**src/rtl/riscv_pkg.sv**
```systemverilog
// Shared RV32 types used between fetch, align and decode stages.
package riscv_pkg;

  localparam int unsigned XLEN = 32;

  typedef struct packed {
    logic [XLEN-1:0] addr;
    logic [XLEN-1:0] data;
  } ifu_t;

endpackage

```
**src/rtl/instr_aligner.sv**
```systemverilog
// Fetch-to-decode aligner: splits 32-bit fetch words into whole RV32IC instructions,
// rejoining 32-bit instructions that straddle two words, one instruction per cycle.
module instr_aligner (
  input  logic               clk,
  input  logic               rst_n,
  input  logic               flush,
  input  logic               in_valid,
  output logic               in_ready,
  input  riscv_pkg::ifu_t    in_ifu,
  output logic               out_valid,
  input  logic               out_ready,
  output riscv_pkg::ifu_t    out_ifu,
  output logic               out_compressed,
  output logic [63:0]        out_seq
);

  logic            pend_v_q, pend_v_d;
  logic [15:0]     pend_data_q, pend_data_d;
  logic [31:0]     pend_addr_q, pend_addr_d;

  logic            out_valid_q;
  riscv_pkg::ifu_t out_ifu_q;
  logic            out_comp_q;
  logic [63:0]     out_seq_q;
  logic [63:0]     seq_q;

  logic            adv;
  logic            pend_comp;
  logic [15:0]     in_lo, in_hi;
  logic [31:0]     in_base;

  logic            emit;
  logic [31:0]     emit_addr;
  logic [31:0]     emit_data;

  assign adv       = !out_valid_q || out_ready;
  assign pend_comp = pend_data_q[1:0] != 2'b11;
  assign in_lo     = in_ifu.data[15:0];
  assign in_hi     = in_ifu.data[31:16];
  assign in_base   = {in_ifu.addr[31:2], 2'b00};

  // in_ready is a function of adv, flush and pend state only, never of in_valid.
  always_comb begin
    in_ready    = 1'b0;
    emit        = 1'b0;
    emit_addr   = '0;
    emit_data   = '0;
    pend_v_d    = pend_v_q;
    pend_data_d = pend_data_q;
    pend_addr_d = pend_addr_q;

    if (!flush) begin
      if (pend_v_q) begin
        if (pend_comp) begin
          // Drain the buffered compressed halfword before taking new input.
          if (adv) begin
            emit      = 1'b1;
            emit_addr = pend_addr_q;
            emit_data = {16'h0000, pend_data_q};
            pend_v_d  = 1'b0;
          end
        end else begin
          in_ready = adv;
          if (in_valid && adv) begin
            emit        = 1'b1;
            emit_addr   = pend_addr_q;
            emit_data   = {in_lo, pend_data_q};
            pend_data_d = in_hi;
            pend_addr_d = in_base + 32'd2;
          end
        end
      end else begin
        in_ready = adv;
        if (in_valid && adv) begin
          if (in_ifu.addr[1]) begin
            // Redirect into the upper half: only the upper halfword is live.
            pend_v_d    = 1'b1;
            pend_data_d = in_hi;
            pend_addr_d = in_ifu.addr;
          end else if (in_lo[1:0] != 2'b11) begin
            emit        = 1'b1;
            emit_addr   = in_ifu.addr;
            emit_data   = {16'h0000, in_lo};
            pend_v_d    = 1'b1;
            pend_data_d = in_hi;
            pend_addr_d = in_ifu.addr + 32'd2;
          end else begin
            emit      = 1'b1;
            emit_addr = in_ifu.addr;
            emit_data = in_ifu.data;
          end
        end
      end
    end
  end

  always_ff @(posedge clk or negedge rst_n) begin
    if (!rst_n) begin
      pend_v_q    <= 1'b0;
      pend_data_q <= '0;
      pend_addr_q <= '0;
      out_valid_q <= 1'b0;
      out_ifu_q   <= '0;
      out_comp_q  <= 1'b0;
      out_seq_q   <= '0;
      seq_q       <= '0;
    end else if (flush) begin
      // seq_q deliberately survives a redirect.
      out_valid_q <= 1'b0;
      pend_v_q    <= 1'b0;
    end else if (adv) begin
      out_valid_q <= emit;
      pend_v_q    <= pend_v_d;
      pend_data_q <= pend_data_d;
      pend_addr_q <= pend_addr_d;
      if (emit) begin
        out_ifu_q.addr <= emit_addr;
        out_ifu_q.data <= emit_data;
        out_comp_q     <= emit_data[1:0] != 2'b11;
        out_seq_q      <= seq_q;
        seq_q          <= seq_q + 64'd1;
      end
    end
  end

  assign out_valid      = out_valid_q;
  assign out_ifu        = out_ifu_q;
  assign out_compressed = out_comp_q;
  assign out_seq        = out_seq_q;

endmodule

```
**config.mk**
```make
export PLATFORM = sky130hd
export DESIGN_NAME = instr_aligner
export DESIGN_NICKNAME = d
export VERILOG_FILES = /design/src/rtl/riscv_pkg.sv /design/src/rtl/instr_aligner.sv
export SDC_FILE = /design/constraint.sdc
export NUM_CORES = 1
export LEC_CHECK = 0
export CAP_MARGIN = 20
export CORE_MARGIN = 5
export CORE_UTILIZATION = 50
export CTS_CLUSTER_DIAMETER = 60
export DETAILED_ROUTE_END_ITERATION = 16
export HOLD_SLACK_MARGIN = 0.15
export PLACE_DENSITY = 0.77
export SLEW_MARGIN = 40
export SYNTH_ARGS = -nofsm -noshare
export SYNTH_HDL_FRONTEND = slang
export SYNTH_SLANG_ARGS = --single-unit
```
**constraint.sdc**
```tcl
create_clock -name clk -period 6.11 [get_ports clk]
set_input_delay 0.611 -clock clk [delete_from_list [all_inputs] [get_ports clk]]
set_output_delay 0.611 -clock clk [all_outputs]
set_load 0.02 [all_outputs]
```
Word-level counts from Yosys, hierarchy flattened:

Cells that the tools add are included.

* bits in registers: 243
* memory bits (writable): 0
* memories kept: 0
* memory bits (read-only): 0
* latch bits: 0
* output and inout port bits: 131

* $lt $le $gt $ge: 0
* bitwise operators: 1
* $mul: 0
* divide/modulo/power cells: 0
* reductions and logical operators: 9
* add/sub/neg operators: 3
* equal/unequal tests: 4
* shift operators: 0
* multiplexer cells: 44

Operator list (count)
* 32-bit two-way mux: 18
* 16-bit two-way mux: 7
* 32-bit by 2-bit adder with 32-bit output (second input constant): 2
* 64-bit by 1-bit adder with 64-bit output (second input constant): 1
* 1-bit two-way mux: 19
* 2-bit != test (second input constant): 4
* 6-bit AND reduction: 1
* 2-bit nonzero test: 3
* 3-bit AND reduction: 1
* 3-bit nonzero test: 1
* 1-bit logical AND: 1
* 1-bit zero test: 1
* 1-bit logical OR: 1
* 1-bit inverter: 1

Logic depth before layout (Yosys ltp):

Gate-level depths: netlist of run 1.

* depth in word-level cells: 9
* gate-level depth with buffers: 10

Worst setup path before layout of run 1:

No wires, ideal clock.

* path type: input port to flip-flop
* from: input out_ready
* to: register out_ifu_q, in the netlist out_ifu[1]
* required time: 6.045 ns
* arrival time: 2.031 ns
* path buffers: 3
* stages: 8
* slack: 4.014 ns
* path through: nand2b_1 and3_1 buf_2 o21ai_1 clkbuf_1 buf_2 nand2_1 nand2_1

* word-level cells in the longest chain between the ends: 7

RTL lines
* start, declared: RTL line instr_aligner.sv:11 `input logic out_ready,`
* 1-bit logical OR (*): RTL line instr_aligner.sv:36 `assign adv = !out_valid_q || out_ready;`
* 1-bit logical AND: RTL line instr_aligner.sv:64, instr_aligner.sv:74
* 1-bit two-way mux: RTL line instr_aligner.sv:64 `if (in_valid && adv) begin`
* 1-bit two-way mux: RTL line instr_aligner.sv:54 `if (pend_comp) begin`
* 1-bit two-way mux: RTL line instr_aligner.sv:53 `if (pend_v_q) begin`
* 1-bit two-way mux: RTL line instr_aligner.sv:52 `if (!flush) begin`
* 3-bit AND reduction (no line)
* end, declared: RTL line instr_aligner.sv:22 `riscv_pkg::ifu_t out_ifu_q;`

Every way passes the cells marked *; elsewhere a longest branch is shown, timed or not.
A chain may end at the register's enable or synchronous reset.

Final worst setup path of run 1:

* from: register pend_v_q
* to: register seq_q[9]

* word-level cells in the longest chain between the ends: 3

RTL lines
* start, declared: RTL line instr_aligner.sv:17 `logic pend_v_q, pend_v_d;`
* start signal, assigned: RTL line instr_aligner.sv:113 `pend_v_q <= pend_v_d;`
* 1-bit two-way mux: RTL line instr_aligner.sv:53
* 1-bit two-way mux: RTL line instr_aligner.sv:52
* 3-bit AND reduction (no line)
* end signal, assigned: RTL line instr_aligner.sv:121 `seq_q <= seq_q + 64'd1;`
* end, declared: RTL line instr_aligner.sv:25 `logic [63:0] seq_q;`

Every way passes these cells.

==> results of run 1 <==
[sequential cells by signal, indices dropped and copies added (netlist names)]
| register | flops |
|---|---|
| out_valid | 1 |
| out_compressed | 1 |
| pend_v_q | 1 |
| seq_q | 64 |
| pend_addr_q | 32 |
| out_ifu | 64 |
| out_seq | 64 |
| pend_data_q | 16 |
[metal layers]
layer | GRT usage, % | vias to the layer above | routed length, um
met4 | 4.29 | 0 | 357
li1 | - | 3736 | -
met5 | 0 | - | 0
met1 | 27.7 | 3879 | 10500
met2 | 36.0 | 247 | 12400
met3 | 6.11 | 29 | 2090
[worst min-delay path: cells and delay by family, from the launching register on]
kind,cells,cell delay (ps)
AND/OR/NAND/NOR,2,100
flip-flops,1,340
[what timing repair did]
action,CTS,global route
hold buffers,0,1
endpoints found under the hold margin,0,45
setup buffers,0,0
[cells in the mapped netlist, types with 4 or more instances]
master	instances	area, sq um
nand2_1	244	916
dfrtp_1	243	6080
nor2_1	79	297
mux2_2	46	518
xor2_1	40	350
a221oi_1	31	272
a32oi_1	30	263
clkbuf_1	29	109
o21ai_0	28	140
nor3_1	25	125
nand3_1	24	120
xnor2_1	23	201
buf_2	18	90.1
nand4_1	15	93.8
o21ai_1	13	65.1
inv_1	11	41.3
and3_1	10	62.6
nor4_2	9	113
buf_1	8	30.0
nor4_1	8	50.1
and4_1	4	35.0
[layout make-up]
| class | instances | area share, % |
|---|---|---|
| tap | 270 | 2.54 |
| clock buffer | 36 | 5.23 |
| multi-input combinational | 664 | 29.7 |
| timing repair buffer | 211 | 16.1 |
| clock inverter | 5 | 0.461 |
| inverter | 11 | 0.310 |
| sequential | 243 | 45.7 |
[worst min path at each step]
stage	depth (start not counted)	from	slack [ps]	endpoint
after floorplan	0	rst_n	320	out_compressed
after global placement	1	pend_addr_q[1]	450	pend_addr_q[1]
after detailed placement	1	pend_addr_q[1]	460	pend_addr_q[1]
after CTS	1	rst_n	160	out_seq[26]
after global routing	1	seq_q[63]	490	seq_q[63]
final	2	out_seq[25]	470	out_seq[25]
[through the flow]
step / utilization, % / cell area, sq um / setup slack, ps
4_1_cts: 65.5 / 13300 / 2640
3_3_place_gp: 61.5 / 12400 / 2100
3_5_place_dp: 61.8 / 12500 / 2150
5_1_grt: 65.8 / 13300 / 2700
6_report: 65.8 / 13300 / 2940
2_1_floorplan: - / 10300 / 4010
[kinds of logic (layout without fill, tap and decap cells)]
family	Yosys count	after routing	share of synthesized area [%]
compound gates	117	117	8.40
xor+xnor	63	63	5.37
buf+inv	67	263	2.74
fa+ha+maj	1	1	0.122
flops	243	243	59.2
simple gates	437	437	19.2
mux	46	46	5.04
[power by group through the flow]
stage	logic, mW	registers, mW	clock network, mW
after global routing	1.16	2.09	1.52
after detailed placement	1.08	2.08	0
final	1.08	2.05	1.42
after CTS	1.08	2.05	1.45
after global placement	1.05	2.07	0
after floorplan	0.367	2.24	0
==> run_results.csv, run 1 <==
group,metric,value,unit
synth,synth_warnings,0,
timing,fin_crit,3170,ps
finish,diodes,0,
timing,tightest_slew,821,ps
setup_path,slowest_stage,"and3_4",
pwr,p_leak,6.05,nW
grt,track_usage,21.3,%
setup_path,cp_cell_sequence,"nor2_2 -> and3_4 -> o21a_4 -> buf_12 -> buf_12 -> and3_1 -> xor2_1",
job,drv_cap,0,
routing,drt-total-wl,25.4,mm
routing,drt-initial-drc-count,440,
floorplanning,initial_core_util,50.8,%
finish,register_area,0.00608,sq mm
grt,grt_overflow,0,
synth,syn_area,0.0103,sq mm
setup_path,timing.critical_path.mode_cell,"buf_12",
routing,postRouteAntennaNets,0,
place,place_hpwl,17.1,mm
setup_path,required,6540,ps
clock_network,cts_buffers,24,
timing,rsz0062_at_grt,"no",
clock_network,cts_resized,0,
setup_path,critPathBufInv,2,
pwr,ir_drop,0.209,mV
routing,post_drt_wl_per_cell,17.6,um
setup_path,critPathCapture,"seq_q[9]",
timing,finalSetupTns,0,ps
clock_network,clk_pin_slew_worst_paths,60,ps
timing,hold_violations,0,
setup_path,crit_path_start_kind,"register",
place,place_inst,1396,
clock_network,cts.path.max_buffers,3,
clock_network,clock-sinks,243,
finish,final_cell_count_no_fill,1440,
timing,finClkSkew,13.3,ps
clock_network,cts_tree,"done",
finish,nets,1225,
setup_path,worst_path_largest_cell_delay,650,ps
finish,drive_gt1_share,9.83,%
pwr,clkPwrFrac,31.2,%
status,status,"finished, final reports clean",
synth,syn-num-nets,1044,
synth,async_reset_ff_share,100,%
floorplanning,die_y,153,um
timing,post-route-period-util,51.9,%
setup_path,cp.arrival,3600,ps
place,gp_congestion,0.828,
place,port_buffers,199,
worst_hold_path,hold_path_class,"reg -> reg",
finish,syn_to_final_growth,29.5,%
setup_path,critical_path.top_delay_family,"simple AND/OR/NAND/NOR gates",
pwr,power,4.55,mW
floorplanning,core,0.0202,sq mm
setup_path,cp_max_fo,42,
timing,setup-violations-final,0,
floorplanning,pin_count,200,
synth,ys_ff_latch,243,
pwr,seqPwrFrac,45.2,%
clock_network,cts_root_buffer,"clkbuf_16",
floorplanning,die_w,153,um
pwr,power_switching_share,29.5,%
clock_network,insertion_delay,520,ps
setup_path,crit_start,"pend_v_q",
setup_path,crit_cells,7,
pwr,combinationalPowerShare,23.6,%
routing,via_per_inst,5.48,
setup_path,r2r_slack,2940,ps
pwr,intPower,3.21,mW
routing,drc,0,
finish,multi_input_area,0.00395,sq mm
pwr,power.switching,1.34,mW
grt,antenna_found_initial,0,
finish,final_cell_mix,"nand2_1, dfrtp_1, clkdlybuf4s50_1, nor2_1, mux2_2",
clock_network,cts_max_level,1,
floorplanning,rows,52,
grt,grt_pass1_wl,41.9,mm
synth,synth_edf_count,0,
timing,slew_headroom,45.1,%
setup_path,r2r_end,"seq_q[9]",
grt,grt_pass1_vias,8087,
synth,postSynthAreaPerCell,10.6,sq um
routing,first_pass_iters,5,
timing,finalMaxSlewViolations,0,
synth,ys.flop_type,"dfrtp_1",
routing,vias,7891,
setup_path,worstSetupPathType,"reg -> reg",
setup_path,reg2reg_from,"pend_v_q",
finish,fill_cells,1603,
pwr,powerDensity,342,mW/mm^2
synth,seq_area_frac_synth,59.2,%
floorplanning,fp.dieArea,0.0235,sq mm
timing,fmax,0.315,GHz
finish,layout_commonest_cell,"nand2_1",
timing,whs,468,ps
synth,synth.distinct_cells,45,
synth,syn_inst,974,
grt,grt_max_degree,117,
setup_path,r2r_cells,7,
setup_path,endpoint_kind,"register",
Power figures use the tool's default switching activity.
==> inputs of run 2 (changes only) <==
==> constraint.sdc (replaced) <==
create_clock -name clk -period 3.2 [get_ports clk]
set_input_delay 0.32 -clock clk [delete_from_list [all_inputs] [get_ports clk]]
set_output_delay 0.32 -clock clk [all_outputs]
set_load 0.02 [all_outputs]
==> run 2 against run 1 <==
Combinational power rose by 90%. Final cell count rose by 1.4%. Sequential power rose by 92%. Critical endpoint is now in_ready. Worst hold slack got worse by 53 ps. Highest routed layer unchanged. Clock power is 110% higher. Critical path depth is 3 lower. Die area stayed put.
==> run_results.csv, run 2 (synthesis gave the netlist of run 1 again) <==
group,metric,value,unit
status,status,"finished, final reports clean",
routing,vias,7974,
pwr,powerDensity,664,mW/mm^2
grt,grt_overflow,0,
setup_path,cp_max_fo,5,
clock_network,cts_tree,"done",
timing,post-route-period-util,83.1,%
pwr,ir_drop,0.491,mV
grt,antenna_found_initial,0,
timing,slew_headroom,50.6,%
place,port_buffers,199,
clock_network,clk_pin_slew_worst_paths,60,ps
pwr,seqPwrFrac,43.8,%
timing,setup-violations-final,0,
place,gp_congestion,0.811,
clock_network,cts_max_level,1,
timing,tightest_slew,740,ps
grt,grt_pass1_wl,42.2,mm
setup_path,required,2880,ps
timing,rsz0062_at_grt,"no",
clock_network,insertion_delay,520,ps
setup_path,worstSetupPathType,"reg -> out",
finish,nets,1240,
floorplanning,die_w,153,um
pwr,power,8.98,mW
clock_network,cts_resized,0,
floorplanning,pin_count,200,
pwr,intPower,6.37,mW
floorplanning,die_y,153,um
pwr,combinationalPowerShare,22.8,%
clock_network,cts_buffers,26,
routing,via_per_inst,5.46,
grt,grt_max_degree,96,
worst_hold_path,hold_path_class,"in -> async",
routing,post_drt_wl_per_cell,17.4,um
setup_path,slowest_stage,"clkdlybuf4s50_1",
clock_network,cts.path.max_buffers,3,
pwr,power_switching_share,29.0,%
setup_path,worst_path_largest_cell_delay,620,ps
place,place_hpwl,17.3,mm
timing,finalSetupTns,0,ps
finish,drive_gt1_share,11.5,%
routing,postRouteAntennaNets,0,
routing,drt-total-wl,25.5,mm
floorplanning,rows,52,
timing,finClkSkew,14.5,ps
setup_path,crit_path_start_kind,"register",
grt,track_usage,21.3,%
pwr,p_leak,6.19,nW
finish,final_cell_mix,"nand2_1, dfrtp_1, clkdlybuf4s50_1, nor2_1, mux2_2",
timing,fin_crit,2660,ps
timing,finalMaxSlewViolations,0,
finish,diodes,0,
clock_network,cts_root_buffer,"clkbuf_16",
grt,grt_pass1_vias,8246,
routing,drc,0,
floorplanning,fp.dieArea,0.0235,sq mm
routing,drt-initial-drc-count,431,
finish,layout_commonest_cell,"nand2_1",
pwr,power.switching,2.61,mW
timing,hold_violations,0,
clock_network,clock-sinks,243,
setup_path,cp_cell_sequence,"nor2b_1 -> nor2_1 -> and2_1 -> clkdlybuf4s50_1",
floorplanning,core,0.0202,sq mm
floorplanning,initial_core_util,50.8,%
finish,syn_to_final_growth,31.5,%
setup_path,cp.arrival,2340,ps
setup_path,endpoint_kind,"output pin",
job,drv_cap,0,
routing,first_pass_iters,5,
pwr,clkPwrFrac,33.4,%
timing,fmax,0.376,GHz
==> run 2: cell count changes in the layout (fill, tap and decap cells not counted), moves of 2 or more <==
cell and delta:
clkinv_2 +4, buf_6 -3, buf_4 +15, clkbuf_16 +3, buf_12 +2, clkbuf_1 -4, clkbuf_8 +3
==> run 2: final timing paths <==
check / from / end / slack, ps / depth (start not counted)
worst max register to register: seq_q[12] / seq_q[58] / 1000 / 5
worst min-delay path: rst_n / seq_q[26] / 410 / 2
min in group clk: in_ifu[32] / pend_addr_q[0] / 430 / 3
worst max-delay path: out_valid / in_ready / 540 / 4
max in group asynchronous: rst_n / out_seq[8] / 1880 / 3
worst min register to register: seq_q[63] / seq_q[63] / 470 / 1
==> run 2: worst max-delay path, delay by kind of cell (launching register included) <==
| family | cells | cell delay, ps |
|---|---|---|
| AND/OR/NAND/NOR | 3 | 790 |
| buffers and inverters | 1 | 620 |
| flip-flops | 1 | 410 |
==> run 2: power groups by stage <==
stage                     clock network, mW  registers, mW  logic, mW
after detailed placement                  0           3.97       2.07
after global placement                    0           3.95       2.03
after CTS                              3.05           3.93       2.08
final                                  3.00           3.93       2.05
after global routing                   3.19           4.00       2.21
after floorplan                           0           4.27      0.700
==> run 2: timing repair <==
action                    CTS  global route
hold buffers                1             0
hold endpoints to repair   87             0
setup buffers               0             0
==> run 2: layout make-up <==
type                       instances  area (sq um)
sequential                       243          6080
fill                            1557          6720
clock inverter                    10          81.3
inverter                          11          41.3
tap                              270           338
multi-input combinational        664          3940
clock buffer                      38           797
timing repair buffer             224          2230
==> run 2: per-layer routing <==
layer,track usage [%],up-vias,wire length [um]
met5,0,-,0
met4,4.88,0,380
met3,5.99,31,1970
met2,34.9,260,12200
met1,28.6,3927,10900
li1,-,3756,-
==> run 2: stage by stage <==
| step | worst slack (ps) | hold WS [ps] | util (%) | std cells | cell area [sq um] |
|---|---|---|---|---|---|
| after floorplan | 1250 | 24.4 | - | 974 | 10300 |
| after global placement | 723 | 399 | 62.4 | 1410 | 12600 |
| final | 542 | 415 | 66.8 | 1460 | 13500 |
| after detailed placement | 626 | 390 | 62.4 | 1410 | 12600 |
| after CTS | 549 | 409 | 66.8 | 1459 | 13500 |
| after global routing | 473 | 417 | 66.8 | 1460 | 13500 |
